File: config.mk
export PLATFORM = sky130hd
export DESIGN_NAME = program_loader
export DESIGN_NICKNAME = d
export VERILOG_FILES = /design/src/rtl/program_loader.sv
export SDC_FILE = /design/constraint.sdc
export NUM_CORES = 1
export LEC_CHECK = 0
export ABC_AREA = 1
export BUFFER_PORTS_ARGS = -buffer_cell sky130_fd_sc_hd__buf_2
export CAP_MARGIN = 40
export CORE_ASPECT_RATIO = 2
export CORE_MARGIN = 2
export CORE_UTILIZATION = 57
export CTS_CLUSTER_DIAMETER = 200
export DETAILED_ROUTE_END_ITERATION = 7
export GPL_TIMING_DRIVEN = 0
export HOLD_SLACK_MARGIN = 0.05
export PLACE_DENSITY_LB_ADDON = 0.1
export SYNTH_ARGS = -nofsm -noshare
export SYNTH_HDL_FRONTEND = slang
export SYNTH_SLANG_ARGS = --single-unit
File: constraint.sdc
create_clock -name clk -period 2.56 [get_ports clk]
set_input_delay 0 -clock clk [delete_from_list [all_inputs] [get_ports clk]]
set_output_delay 0 -clock clk [all_outputs]
set_load 0.01 [all_outputs]
File: src/rtl/program_loader.sv
// program_loader
//   Receives a length-prefixed byte image on a valid/ready stream, writes the
//   payload into a byte-wide instruction memory, verifies a trailing XOR
//   checksum and then releases the downstream CPU from reset.
//
//   Stream format: LEN[15:8], LEN[7:0], LEN payload bytes, XOR checksum byte.
//
// Ports
//   clk        : clock, rising edge
//   reset      : asynchronous active-low reset
//   start      : one-cycle request to begin a load (honoured in IDLE/RUN/ERROR)
//   in_data    : stream byte
//   in_valid   : stream byte valid
//   in_ready   : loader accepts a byte this cycle
//   mem_we     : registered one-cycle byte-write strobe
//   mem_addr   : byte write address
//   mem_data   : byte write data
//   cpu_hold   : holds the CPU in reset (low only in RUN)
//   busy       : load in progress
//   done       : image loaded and verified, CPU running
//   error      : load failed (oversize length or bad checksum)
//   byte_count : payload bytes written so far
module program_loader #(
  parameter int unsigned DEPTH = 512,
  parameter int unsigned AW    = 9
) (
  input  logic          clk,
  input  logic          reset,
  input  logic          start,
  input  logic [7:0]    in_data,
  input  logic          in_valid,
  output logic          in_ready,
  output logic          mem_we,
  output logic [AW-1:0] mem_addr,
  output logic [7:0]    mem_data,
  output logic          cpu_hold,
  output logic          busy,
  output logic          done,
  output logic          error,
  output logic [15:0]   byte_count
);

  localparam logic [16:0] DEPTH_W = 17'(DEPTH);
  localparam logic [15:0] DEPTH_C = 16'(DEPTH);

  typedef enum logic [2:0] {
    S_IDLE,
    S_LEN_HI,
    S_LEN_LO,
    S_LOAD,
    S_CHECK,
    S_RUN,
    S_ERROR
  } state_e;

  state_e          state_q, state_d;
  logic [15:0]     length_q, length_d;
  logic [15:0]     count_q, count_d;
  logic [7:0]      csum_q, csum_d;
  logic            we_q, we_d;
  logic [AW-1:0]   addr_q, addr_d;
  logic [7:0]      data_q, data_d;

  logic            accept;
  logic [15:0]     count_inc;
  logic [15:0]     len_full;

  always_ff @(posedge clk or negedge reset) begin
    if (!reset) begin
      state_q  <= S_IDLE;
      length_q <= '0;
      count_q  <= '0;
      csum_q   <= '0;
      we_q     <= 1'b0;
      addr_q   <= '0;
      data_q   <= '0;
    end else begin
      state_q  <= state_d;
      length_q <= length_d;
      count_q  <= count_d;
      csum_q   <= csum_d;
      we_q     <= we_d;
      addr_q   <= addr_d;
      data_q   <= data_d;
    end
  end

  // Stream side and status flags decode directly from the state register.
  always_comb begin
    in_ready = (state_q == S_LEN_HI) || (state_q == S_LEN_LO) ||
               (state_q == S_LOAD)   || (state_q == S_CHECK);
    busy     = in_ready;
    done     = (state_q == S_RUN);
    error    = (state_q == S_ERROR);
    cpu_hold = (state_q != S_RUN);
  end

  assign accept   = in_valid && in_ready;
  // Saturate at DEPTH; the LEN_LO length check keeps the count from reaching it
  // except on the last byte of a maximum-size image.
  assign count_inc = (count_q == DEPTH_C) ? count_q : count_q + 16'd1;
  assign len_full  = {length_q[15:8], in_data};

  always_comb begin
    state_d  = state_q;
    length_d = length_q;
    count_d  = count_q;
    csum_d   = csum_q;
    we_d     = 1'b0;
    addr_d   = addr_q;
    data_d   = data_q;

    unique case (state_q)
      S_IDLE, S_RUN, S_ERROR: begin
        if (start) begin
          state_d  = S_LEN_HI;
          length_d = '0;
          count_d  = '0;
          csum_d   = '0;
        end
      end
      S_LEN_HI: begin
        if (accept) begin
          length_d[15:8] = in_data;
          state_d        = S_LEN_LO;
        end
      end
      S_LEN_LO: begin
        if (accept) begin
          length_d = len_full;
          if ({1'b0, len_full} > DEPTH_W) begin
            state_d = S_ERROR;
          end else if (len_full == 16'd0) begin
            state_d = S_CHECK;
          end else begin
            state_d = S_LOAD;
          end
        end
      end
      S_LOAD: begin
        if (accept) begin
          we_d    = 1'b1;
          addr_d  = count_q[AW-1:0];
          data_d  = in_data;
          count_d = count_inc;
          csum_d  = csum_q ^ in_data;
          if (count_inc == length_q) begin
            state_d = S_CHECK;
          end
        end
      end
      S_CHECK: begin
        if (accept) begin
          state_d = (in_data == csum_q) ? S_RUN : S_ERROR;
        end
      end
      default: state_d = S_IDLE;
    endcase
  end

  assign mem_we     = we_q;
  assign mem_addr   = addr_q;
  assign mem_data   = data_q;
  assign byte_count = count_q;

endmodule

; Word level (Yosys, flattened, before mapping)
; Cells that the tools add are included.
[classes]
n_addsub = 1
n_lt_le_gt_ge = 1
n_eq_ne = 16
muxes = 23
bitwise_logic = 2
n_reduce_logical = 15
[op_table]
columns = cell, n
row1 = 16-bit two-way mux, 3
row2 = 8-bit two-way mux, 4
row3 = 16-bit one-hot mux with 2 select lines, 1
row4 = 8-bit one-hot mux with 2 select lines, 2
row5 = 3-bit two-way mux, 8
row6 = 8-bit one-hot mux with 3 select lines, 1
row7 = 16-bit by 1-bit adder with 16-bit output (second input constant), 1
row8 = 16-bit by 10-bit == test with 1-bit output (second input constant), 1
row9 = 16-bit == test, 1
row10 = 16-bit by 10-bit greater-than comparator with 1-bit output (second input constant), 1
row11 = 16-bit zero test, 1
row12 = 3-bit one-hot mux with 5 select lines, 1
row13 = 2-bit inequality test (second input constant), 5
row14 = 3-bit == test (second input constant), 3
row15 = 8-bit == test, 1
row16 = 8-bit bitwise XOR, 1
row17 = 3-bit by 2-bit == test with 1-bit output (second input constant), 2
row18 = 3-bit AND reduction, 2
row19 = 6-bit AND reduction, 1
row20 = 2-bit nonzero test, 3
row21 = 4-bit AND reduction, 1
row22 = 3-bit by 1-bit == test with 1-bit output (second input constant), 1
row23 = 3-bit zero test, 1
row24 = 1-bit logical OR, 3
row25 = 8 further kinds, 9
[totals]
ff_bits = 61
out_inout_bits = 39

; Depth between registers and ports, before layout
; Gate-level depths: netlist of run 1.
[depth]
word_depth = 7
depth_mapped = 16
depth_no_buf = 16

; Worst setup path before layout of run 1
; Ideal clock, no wire load.
[synth_path]
path_type = flip-flop to flip-flop
start = register count_q[1] (netlist: byte_count[1])
end = register state_q[1]
t_arrival_ns = 1.747
required_ns = 2.443
slack_ns = 0.697
stages_incl_launch_ff = 16
n_path_buf = 0
path_cell_list = dfrtp_1 -> ha_1 -> nand2_1 -> nor2_4 -> nand2_1 -> xor2_1 -> nand2_1 -> nand2_1 -> nor2_1 -> nand2_1 -> nor2_1 -> nand2_1 -> nand2_2 -> nand2_1 -> nand2_1 -> nand2_1
[synth_via]
elab_chain_len = 5
[synth_lines]
columns = item, line
row1 = from (decl), 58  ; logic [15:0] count_q, count_d;
row2 = from (signal assigned), 80  ; count_q <= count_d;
row3 = 16-bit by 1-bit adder with 16-bit output / 16-bit by 10-bit == test with 1-bit output (equally long branches), 101  ; assign count_inc = (count_q == DEPTH_C) ? count_q : count_q + 16'd1;
row4 = 16-bit two-way mux *, 101
row5 = 16-bit == test *, 147  ; if (count_inc == length_q) begin
row6 = 2-bit by 1-bit inequality test with 1-bit output (no line) *, --
row7 = 6-bit AND reduction (no line) *, --
row8 = to (signal assigned), 78  ; state_q <= state_d;
row9 = to (decl), 56  ; state_e state_q, state_d;
; Mark *: on every way between the ends. The rest lies on a longest branch, timed or not.
; A chain may end at the register's enable or synchronous reset.

; Worst setup path in the final report of run 1
[layout_path]
start = register count_q[0] (netlist: byte_count[0])
end = register state_q[1]
; The elaborated chain is that of the path after synthesis.

==> results of run 1 <==
[cell usage in the layout, fill, tap and decap left out, drive strengths merged]
cell and n:
o211ai 1, ha 2, nand3 48, nor2 41
o21ai 41, a22oi 1, buf 62, dfrtp 61
inv 60, clkinvlp 1, clkinv 2, dlygate4sd3 10
nand2 123, bufinv 3, o22ai 13, a21oi 4
clkbuf 11, xor2 16, nor4 4, nor3 5
xnor3 2, xnor2 4, nand4 8
[through the flow]
step / utilization (%) / hold WS [ns] / cells / setup slack [ns]
2_1_floorplan: - / -0.296 / 446 / 0.697
3_3_place_gp: 64.0 / 0.308 / 559 / 0.433
3_5_place_dp: 64.4 / 0.0462 / 560 / 0.394
4_1_cts: 71.8 / 0.111 / 586 / 0.393
5_1_grt: 71.8 / 0.148 / 586 / 0.212
6_report: 71.8 / 0.118 / 586 / 0.389
[worst reg2reg max path, stage by stage (launching register included)]
cell     delay, ns
dfrtp_1       0.43
inv_1         0.17
ha_1          0.16
nand2_1       0.05
nor2_1        0.18
nand2_1       0.15
nand2_1       0.13
nand3_1       0.07
nand2_1       0.08
nand3_1       0.08
nor2_1        0.14
nand2_1       0.10
nand2_2       0.10
nand2_1       0.07
nand2_1       0.07
nand2_1       0.06
[state kept, by name, summed over array words and instances (netlist names)]
register    count
length_q       16
byte_count     16
mem_we          1
mem_data        8
state_q         3
mem_addr        9
csum_q          8
[per-layer routing]
layer,vias up,share of wire (%)
met4,0,5.1
met3,31,4.5
met1,1512,37
li1,1586,-
met2,105,54
met5,-,0
[final cells by class]
class	count	share of cell area (%)
multi-input cells	313	38.2
repair buffers	61	8.67
clock inverters	6	2.61
inverters	60	5.27
clock buffers	10	5.36
plain buffers	12	2.31
well taps	63	1.84
flip-flops and latches	61	35.7
[report_power, final]
| part | internal [uW] | switching [uW] | leakage, uW |
|---|---|---|---|
| combinational | 787 | 1300 | 0.00115 |
| sequential | 1290 | 210 | 0.000824 |
| clock | 950 | 435 | 0.000163 |
[what timing repair did]
item / 4_1_cts / 5_1_grt
setup buffers: 0 / 0
hold buffers: 10 / 0
endpoints found under the hold margin: 50 / 0
[path summary, 6_finish.rpt]
| kind | startpoint | endpoint | slack (ns) | cells past startpoint |
|---|---|---|---|---|
| max | byte_count[0]$_DFFE_PN0P_ | state_q[1]$_DFFE_PN0P_ | 0.39 | 15 |
| min | start | state_q[2]$_DFFE_PN0P_ | 0.12 | 6 |
| max reg2reg | byte_count[0]$_DFFE_PN0P_ | state_q[1]$_DFFE_PN0P_ | 0.39 | 15 |
| min reg2reg | mem_data[1]$_DFFE_PN0P_ | mem_data[1]$_DFFE_PN0P_ | 0.47 | 2 |
| max in group asynchronous | reset | length_q[5]$_DFFE_PN0P_ | 1.73 | 3 |
| min in group asynchronous | reset | mem_addr[3]$_DFFE_PN0P_ | 0.22 | 2 |
[logic make-up after synthesis]
logic type / share of synthesized area, %
flip-flops: 43.8
AO/OA/AOI/OAI: 9.98
buffers and inverters: 9.30
XOR/XNOR: 6.32
adder cells (fa/ha/maj): 0.718
AND/OR/NAND/NOR: 29.9
==> flow_summary.toml, run 1 <==
[run_status]
status = "complete, no violations"

[yosys]
ys_seq_area_share_pct = 43.8
synth_fp_nets = 460
synth_cell_types = 32
synth_top_cell_by_area = "dfrtp_1"
synth_area_sq_um = 3480
yosysTopAreaCellShare_pct = 43.8
synth.most_common_cell = "nand2_1"
synth_seq_cells = 61
synth.avg_cell_area_sq_um = 7.81
yosys_warnings = 0
synthTopCellsByArea = "dfrtp_1 44%, nand2_1 13%, nand3_1 6.9%"
synth-main-ff-cell = "dfrtp_1"
synth_edf_count = 0
syn_inst = 446
synth_commonest_cells = "120 x nand2_1, 61 x dfrtp_1, 53 x inv_1"
ys_async_sr_fraction_pct = 100

[worst_setup_path]
critPathTopFamily = "simple AND/OR/NAND/NOR gates"
slowest_stage = "dfrtp_1"
critPathCaptureType = "flip-flop"
crit_path_frequent_cell = "nand2_1"
arrival_ns = 2.39
critPathKind = "reg2reg"
critPathMaxStageDelay_ns = 0.43
path_max_fanout = 5
path_buf_inv = 1
worstSetupStartpointType = "flip-flop"
worstPathRequired_ns = 2.78
path_cells = "inv_1 -> ha_1 -> nand2_1 -> nor2_1 -> nand2_1 -> nand2_1 -> nand3_1 -> nand2_1 -> nand3_1 -> nor2_1 -> nand2_1 -> nand2_2 -> nand2_1 -> nand2_1 -> nand2_1"

[floorplan]
fp.dieW_microns = 59.3
dieArea_sq_um = 6790
rows = 40
initial_utilization_pct = 58.5
die_h_microns = 115
io_pins = 51
core_area_sq_um = 5960

[sta]
drv_slew = 0
slew_headroom_pct = 58.8
min_period_over_period_pct = 84.8
setup_viol = 0
period_needed_ns = 2.17
fmaxAchievable_ghz = 0.461
tightest_slew_ns = 0.618
finalSetupTns_ns = 0
finalHoldViolations = 0
worst_clock_skew_ns = 0.00554
grt_setup_unrepaired = "no"

[cells_and_area]
final_area_sq_um = 4270
seqCellArea_sq_um = 1530
nNetsFinal = 532
diodes = 0
multi_input_area_sq_um = 1630
fill_cells = 495
drive_gt1_share_pct = 19.9
areaGrowthSynthToFinish_pct = 22.7

[grt]
grt.busiest_layer = "met2"
grt_pass1_vias = 3058
gr-usage-all-layers_pct = 29.0
antenna_found_initial = 0
grt.overflow.total = 0
grt_max_degree = 37
grt_use_met1_pct = 31.5
grt_use_met2_pct = 49.7
grt_pass1_wl_microns = 14500
grtUsageMet3_pct = 5.42

[drt]
firstDrtPassIters = 4
drt.antenna.violating_nets = 0
viasPerCell = 5.52
wl_per_cell_microns = 15.4
drt-initial-drc-count = 204
remaining_drc_errors = 0
vias = 3234
drt_wl_total_microns = 9000

[min_path]
hold_path.class = "in2reg"

[placed_design]
portBuffers = 50
routabilityCongestion = 0.920
dp_hpwl_microns = 6710
placed_cell_area_sq_um = 3830

[pwr]
p_total_uw = 4970
peakVddDrop_mv = 0.791
powerDensity_nw_per_um2 = 1160
leakage_uw = 0.00213

[job]
max_cap_violations = 0

[clock_network]
ctsResizeCount = 0
clkTransAtPathRegs_ns = 0.05
cts_made_buffers = 9
htreeDepth = 3
clk_path_buf_depth = 2
clock_latency_ns = 0.33
cts.sinks = 61
cts_tree = "built"
cts_root_buffer = "clkbuf_16"
(Power assumes the default switching activity.)
==> inputs of run 2 (changes only) <==
- CORE_UTILIZATION: 57 -> 52
- clock period: 2.56 -> 1.9 ns (I/O delays scaled with it)
==> run 2 against run 1 <==
  * The run now ends with setup timing left
  * Power rose by 37%
  * Via count fell by 0.28%
  * Global-route usage fell by 1.5 points
  * Highest routed layer unchanged
==> flow_summary.toml, run 2 (synthesized netlist as in run 1, its figures left out) <==
[cells_and_area]
final_common_cell = "nand2_1"
drive_gt1_share_pct = 26.9
fill_cells = 550
diodes = 0
stdcell_count = 620
mostFrequentLayoutCells = "115 x nand2_1, 52 x buf_2, 52 x dfrtp_1, 51 x inv_1, 47 x nand3_1"
final_area_sq_um = 4500
areaGrowthSynthToFinish_pct = 29.2
nNetsFinal = 541

[run_status]
violations = "setup timing"
status = "complete, but fails checks"

[pwr]
powerDensity_nw_per_um2 = 1510
peakVddDrop_mv = 1.09
leakage_uw = 0.00220
p_total_uw = 6810

[floorplan]
core_area_sq_um = 6570
fp.dieW_microns = 61.9
die_h_microns = 120
io_pins = 51
dieArea_sq_um = 7410
rows = 42
initial_utilization_pct = 53.0

[sta]
drv_slew = 0
finalHoldViolations = 0
fmaxAchievable_ghz = 0.503
min_period_over_period_pct = 105
slew_headroom_pct = 50.3
worst_clock_skew_ns = 0.00337
period_needed_ns = 1.99
grt_setup_unrepaired = "yes"
finalWorstSetupSlack_ns = -0.0885
tightest_slew_ns = 0.745
whs_ns = 0.102
setup_viol = 6

[clock_network]
cts.sinks = 61
clock_latency_ns = 0.33
cts_root_buffer = "clkbuf_16"
clk_path_buf_depth = 2
htreeDepth = 3
cts_made_buffers = 9
clkTransAtPathRegs_ns = 0.05
cts_tree = "built"

[drt]
drt_wl_total_microns = 9260
vias = 3225
drt.antenna.violating_nets = 0
firstDrtPassIters = 4
drt-initial-drc-count = 186
wl_per_cell_microns = 14.9
viasPerCell = 5.20
remaining_drc_errors = 0

[worst_setup_path]
critPathKind = "reg2reg"
path_max_fanout = 6
worstSetupStartpointType = "flip-flop"
worstPathRequired_ns = 2.12
critPathCaptureType = "flip-flop"
arrival_ns = 2.21

[grt]
grt.overflow.total = 0
gr-usage-all-layers_pct = 27.6
antenna_found_initial = 0
grt_max_degree = 33
grt_pass1_vias = 3159
grt_pass1_wl_microns = 14700

[placed_design]
post-place-cells = 585
pre_cts_slack_ns = -0.289
placed_cell_area_sq_um = 3860
routabilityCongestion = 0.958
portBuffers = 50
dp_hpwl_microns = 6700

[min_path]
hold_path.class = "in2reg"

[job]
max_cap_violations = 0
==> run 2: cell types whose count changed in the layout (fill, tap and decap cells not counted), sizes merged <==
cell | previous run | this run
inv | 60 | 61
buf | 62 | 71
bufinv | 3 | 2
clkbuf | 11 | 10
clkinv | 2 | 3
==> run 2: worst paths after layout <==
path / from / to / slack [ns] / depth (start not counted)
worst min register to register: mem_data[0]$_DFFE_PN0P_ / mem_data[0]$_DFFE_PN0P_ / 0.47 / 2
worst max-delay path: byte_count[0]$_DFFE_PN0P_ / state_q[1]$_DFFE_PN0P_ / -0.09 / 15
max in group asynchronous: reset / state_q[1]$_DFFE_PN0P_ / 1.00 / 3
min in group asynchronous: reset / mem_addr[2]$_DFFE_PN0P_ / 0.26 / 2
worst min-delay path: start / state_q[2]$_DFFE_PN0P_ / 0.10 / 6
worst max register to register: byte_count[0]$_DFFE_PN0P_ / state_q[1]$_DFFE_PN0P_ / -0.09 / 15
==> run 2: repair_timing <==
| item | 4_1_cts | 5_1_grt |
|---|---|---|
| setup endpoints to repair | 54 | 45 |
| hold buffers | 10 | 0 |
| buffers inserted | 7 | 2 |
| resized for setup | 17 | 26 |
| hold endpoints to repair | 55 | 0 |
| pin swaps | 11 | 6 |
==> run 2: metrics by stage <==
step	setup TNS, ns	utilization (%)
after floorplan	0	-
after global placement	-4.88	58.5
after detailed placement	-7.37	58.8
after CTS	-0.456	66.9
after global routing	-5.03	68.5
final	-0.213	68.5
==> run 2: routing by layer <==
layer  part of all wire (%)  GRT usage (%)  wire [microns]  vias up
met3                    3.7           6.03             340       28
met2                     54           47.8            5000      101
met5                      0              0               0        -
li1                       -              -               -     1609
met4                    4.4           13.6             407        0
met1                     38           29.8            3520     1487
==> run 2: worst max-delay path, stage by stage, from the launching register on <==
cell and delay (ns):
dfrtp_2 0.43, ha_4 0.17, nand2_4 0.07, nor2_4 0.22
nand2_2 0.13, xor2_2 0.17, nand2_1 0.06, nand2_1 0.05
nor2_1 0.09, nand2_1 0.05, nor2_1 0.08, nand2_1 0.07
nand2_2 0.11, nand2_2 0.06, nand2_1 0.05, nand2_1 0.05
==> run 2: area by class of cell <==
| class | count | area (sq um) | share of cell area [%] |
|---|---|---|---|
| Clock inverter | 7 | 98.8 | 2.20 |
| Buffer | 12 | 104 | 2.31 |
| Multi-Input combinational cell | 313 | 1760 | 39.1 |
| Tap cell | 88 | 110 | 2.45 |
| Sequential cell | 61 | 1540 | 34.2 |
| Timing Repair Buffer | 70 | 438 | 9.73 |
| Clock buffer | 9 | 225 | 5.00 |
| Inverter | 60 | 228 | 5.06 |
==> run 2: report_power, final <==
part,switching (uW),internal [uW]
Sequential,302,1740
Clock,617,1150
Combinational,1810,1200
Total,2730,4090
==> inputs of run 3 (changes only) <==
- SKIP_CTS_REPAIR_TIMING: unset -> 1
==> run 3 against run 2 <==
  * The flow still finishes with violations (setup timing)
  * Largest cell class unchanged
  * Combinational power increased by 11%
  * Global-route usage fell by 0.70 points
  * Critical path type unchanged
  * Routed wire length increased by 2.5%
  * Register-to-register slack worse by 0.03 ns
==> flow_summary.toml, run 3 (synthesized netlist as in run 1, its figures left out) <==
[pwr]
p_sw_share_pct = 39.9
pwr-share-clk_pct = 24.7
p_total_uw = 7140
peakVddDrop_mv = 1.13
powerDensity_nw_per_um2 = 1550
p_int_uw = 4290
power_switching_uw = 2850
leakage_uw = 0.00225
seqPwrFrac_pct = 28.7
comb_power_share_pct = 46.6

[clock_network]
clock_latency_ns = 0.33
cts_root_buffer = "clkbuf_16"
htreeDepth = 3
clkTransAtPathRegs_ns = 0.05
cts_made_buffers = 9
cts.sinks = 61
clk_path_buf_depth = 2
cts_tree = "built"

[floorplan]
rows = 42
fp.dieW_microns = 61.9
initial_utilization_pct = 53.0
dieArea_sq_um = 7410
die_h_microns = 120
io_pins = 51
core_area_sq_um = 6570

[cells_and_area]
fill_cells = 537
multi_input_area_sq_um = 1770
nNetsFinal = 550
drive_gt1_share_pct = 29.2
utilization_pct = 70.1
areaGrowthSynthToFinish_pct = 32.1
mostFrequentLayoutCells = "113 x nand2_1, 52 x buf_2, 51 x dfrtp_1, 50 x inv_1, 47 x nand3_1"
diodes = 0
stdcell_count = 629
final_common_cell = "nand2_1"
seqCellArea_sq_um = 1540

[sta]
setup_viol = 3
worst_clock_skew_ns = 0.00496
tightest_slew_ns = 0.736
finalWorstSetupSlack_ns = -0.120
finalHoldViolations = 0
drv_slew = 0
fmaxAchievable_ghz = 0.495
min_period_over_period_pct = 106
period_needed_ns = 2.02
finalSetupTns_ns = -0.278
whs_ns = 0.0440
slew_headroom_pct = 50.9
grt_setup_unrepaired = "yes"

[drt]
met3_length_microns = 451
top_layer_used = "met4"
drt-initial-drc-count = 246
met2_length_microns = 5190
met1_length_microns = 3490
vias = 3283
drt_wl_total_microns = 9490
viasPerCell = 5.22
wl_per_cell_microns = 15.1
firstDrtPassIters = 5
remaining_drc_errors = 0
drt.antenna.violating_nets = 0

[worst_setup_path]
slowest_stage = "dfrtp_2"
critPathMaxStageDelay_ns = 0.43
critPathKind = "reg2reg"
critPathCaptureType = "flip-flop"
path_cells = "ha_4 -> nand2_4 -> nor2_4 -> nand2_2 -> xor2_2 -> nand2_1 -> nand2_1 -> nor2_1 -> nand2_1 -> nor2_1 -> nand2_1 -> nand2_2 -> nand2_2 -> nand2_1 -> nand2_1"
worstSetupStartpointType = "flip-flop"
worstPathRequired_ns = 2.12
path_max_fanout = 6
crit_path_frequent_cell = "nand2_1"
arrival_ns = 2.24
path_buf_inv = 0
critPathTopFamily = "simple AND/OR/NAND/NOR gates"

[placed_design]
post-place-cells = 585
routabilityCongestion = 0.958
portBuffers = 50
dp_hpwl_microns = 6700

[grt]
grt_pass1_vias = 3040
grt_pass1_wl_microns = 14300
grt.overflow.total = 0
antenna_found_initial = 0
grt_max_degree = 33
gr-usage-all-layers_pct = 26.9

[min_path]
hold_path.class = "in2reg"

[run_status]
violations = "setup timing"
status = "complete, but fails checks"

[job]
max_cap_violations = 0
-- run 3: cell types whose count changed in the layout (fill, tap and decap cells not counted), sizes merged --
| cell | change |
|---|---|
| buf | +10 |
| dlygate4sd3 | -1 |
-- run 3: layout make-up --
type                    count  area share [%]
clock buffers               9            4.89
well taps                  88            2.39
repair buffers             79            11.0
plain buffers              12            2.42
flip-flops and latches     61            33.4
multi-input cells         313            38.5
inverters                  60            5.16
clock inverters             7            2.15
-- run 3: through the flow --
stage          cell area (sq um)  worst slack (ns)
2_1_floorplan               3480            0.0366
3_3_place_gp                3840            -0.248
3_5_place_dp                3860            -0.289
4_1_cts                     4190            -0.302
5_1_grt                     4600            -0.261
6_report                    4600            -0.120
-- run 3: final timing paths --
kind	start	slack, ns	end	depth (start not counted)
min	in_valid	0.04	state_q[2]$_DFFE_PN0P_	4
max	byte_count[1]$_DFFE_PN0P_	-0.12	state_q[1]$_DFFE_PN0P_	15
min in group asynchronous	reset	0.26	mem_addr[0]$_DFFE_PN0P_	2
max reg2reg	byte_count[1]$_DFFE_PN0P_	-0.12	state_q[1]$_DFFE_PN0P_	15
min reg2reg	mem_data[0]$_DFFE_PN0P_	0.47	mem_data[0]$_DFFE_PN0P_	2
max in group asynchronous	reset	1.01	state_q[1]$_DFFE_PN0P_	3
-- run 3: routing by layer --
metal | vias to the layer above | global-route usage [%]
li1 | 1629 | -
met1 | 1509 | 29.1
met2 | 119 | 46.6
met3 | 26 | 5.93
met4 | 0 | 12.9
met5 | - | 0
-- run 3: power by group through the flow --
stage	logic [uW]	clock network [uW]	registers, uW
2_1_floorplan	1950	0	2070
3_3_place_gp	2720	0	2010
3_5_place_dp	2770	0	2040
4_1_cts	2780	1790	2020
5_1_grt	3690	1840	2100
6_report	3330	1760	2050
-- run 3: worst register-to-register path, cell delays in order (launching register included) --
cell	delay (ns)
dfrtp_2	0.43
ha_4	0.17
nand2_4	0.07
nor2_4	0.24
nand2_2	0.13
xor2_2	0.17
nand2_1	0.06
nand2_1	0.05
nor2_1	0.09
nand2_1	0.05
nor2_1	0.08
nand2_1	0.07
nand2_2	0.12
nand2_2	0.06
nand2_1	0.05
nand2_1	0.05
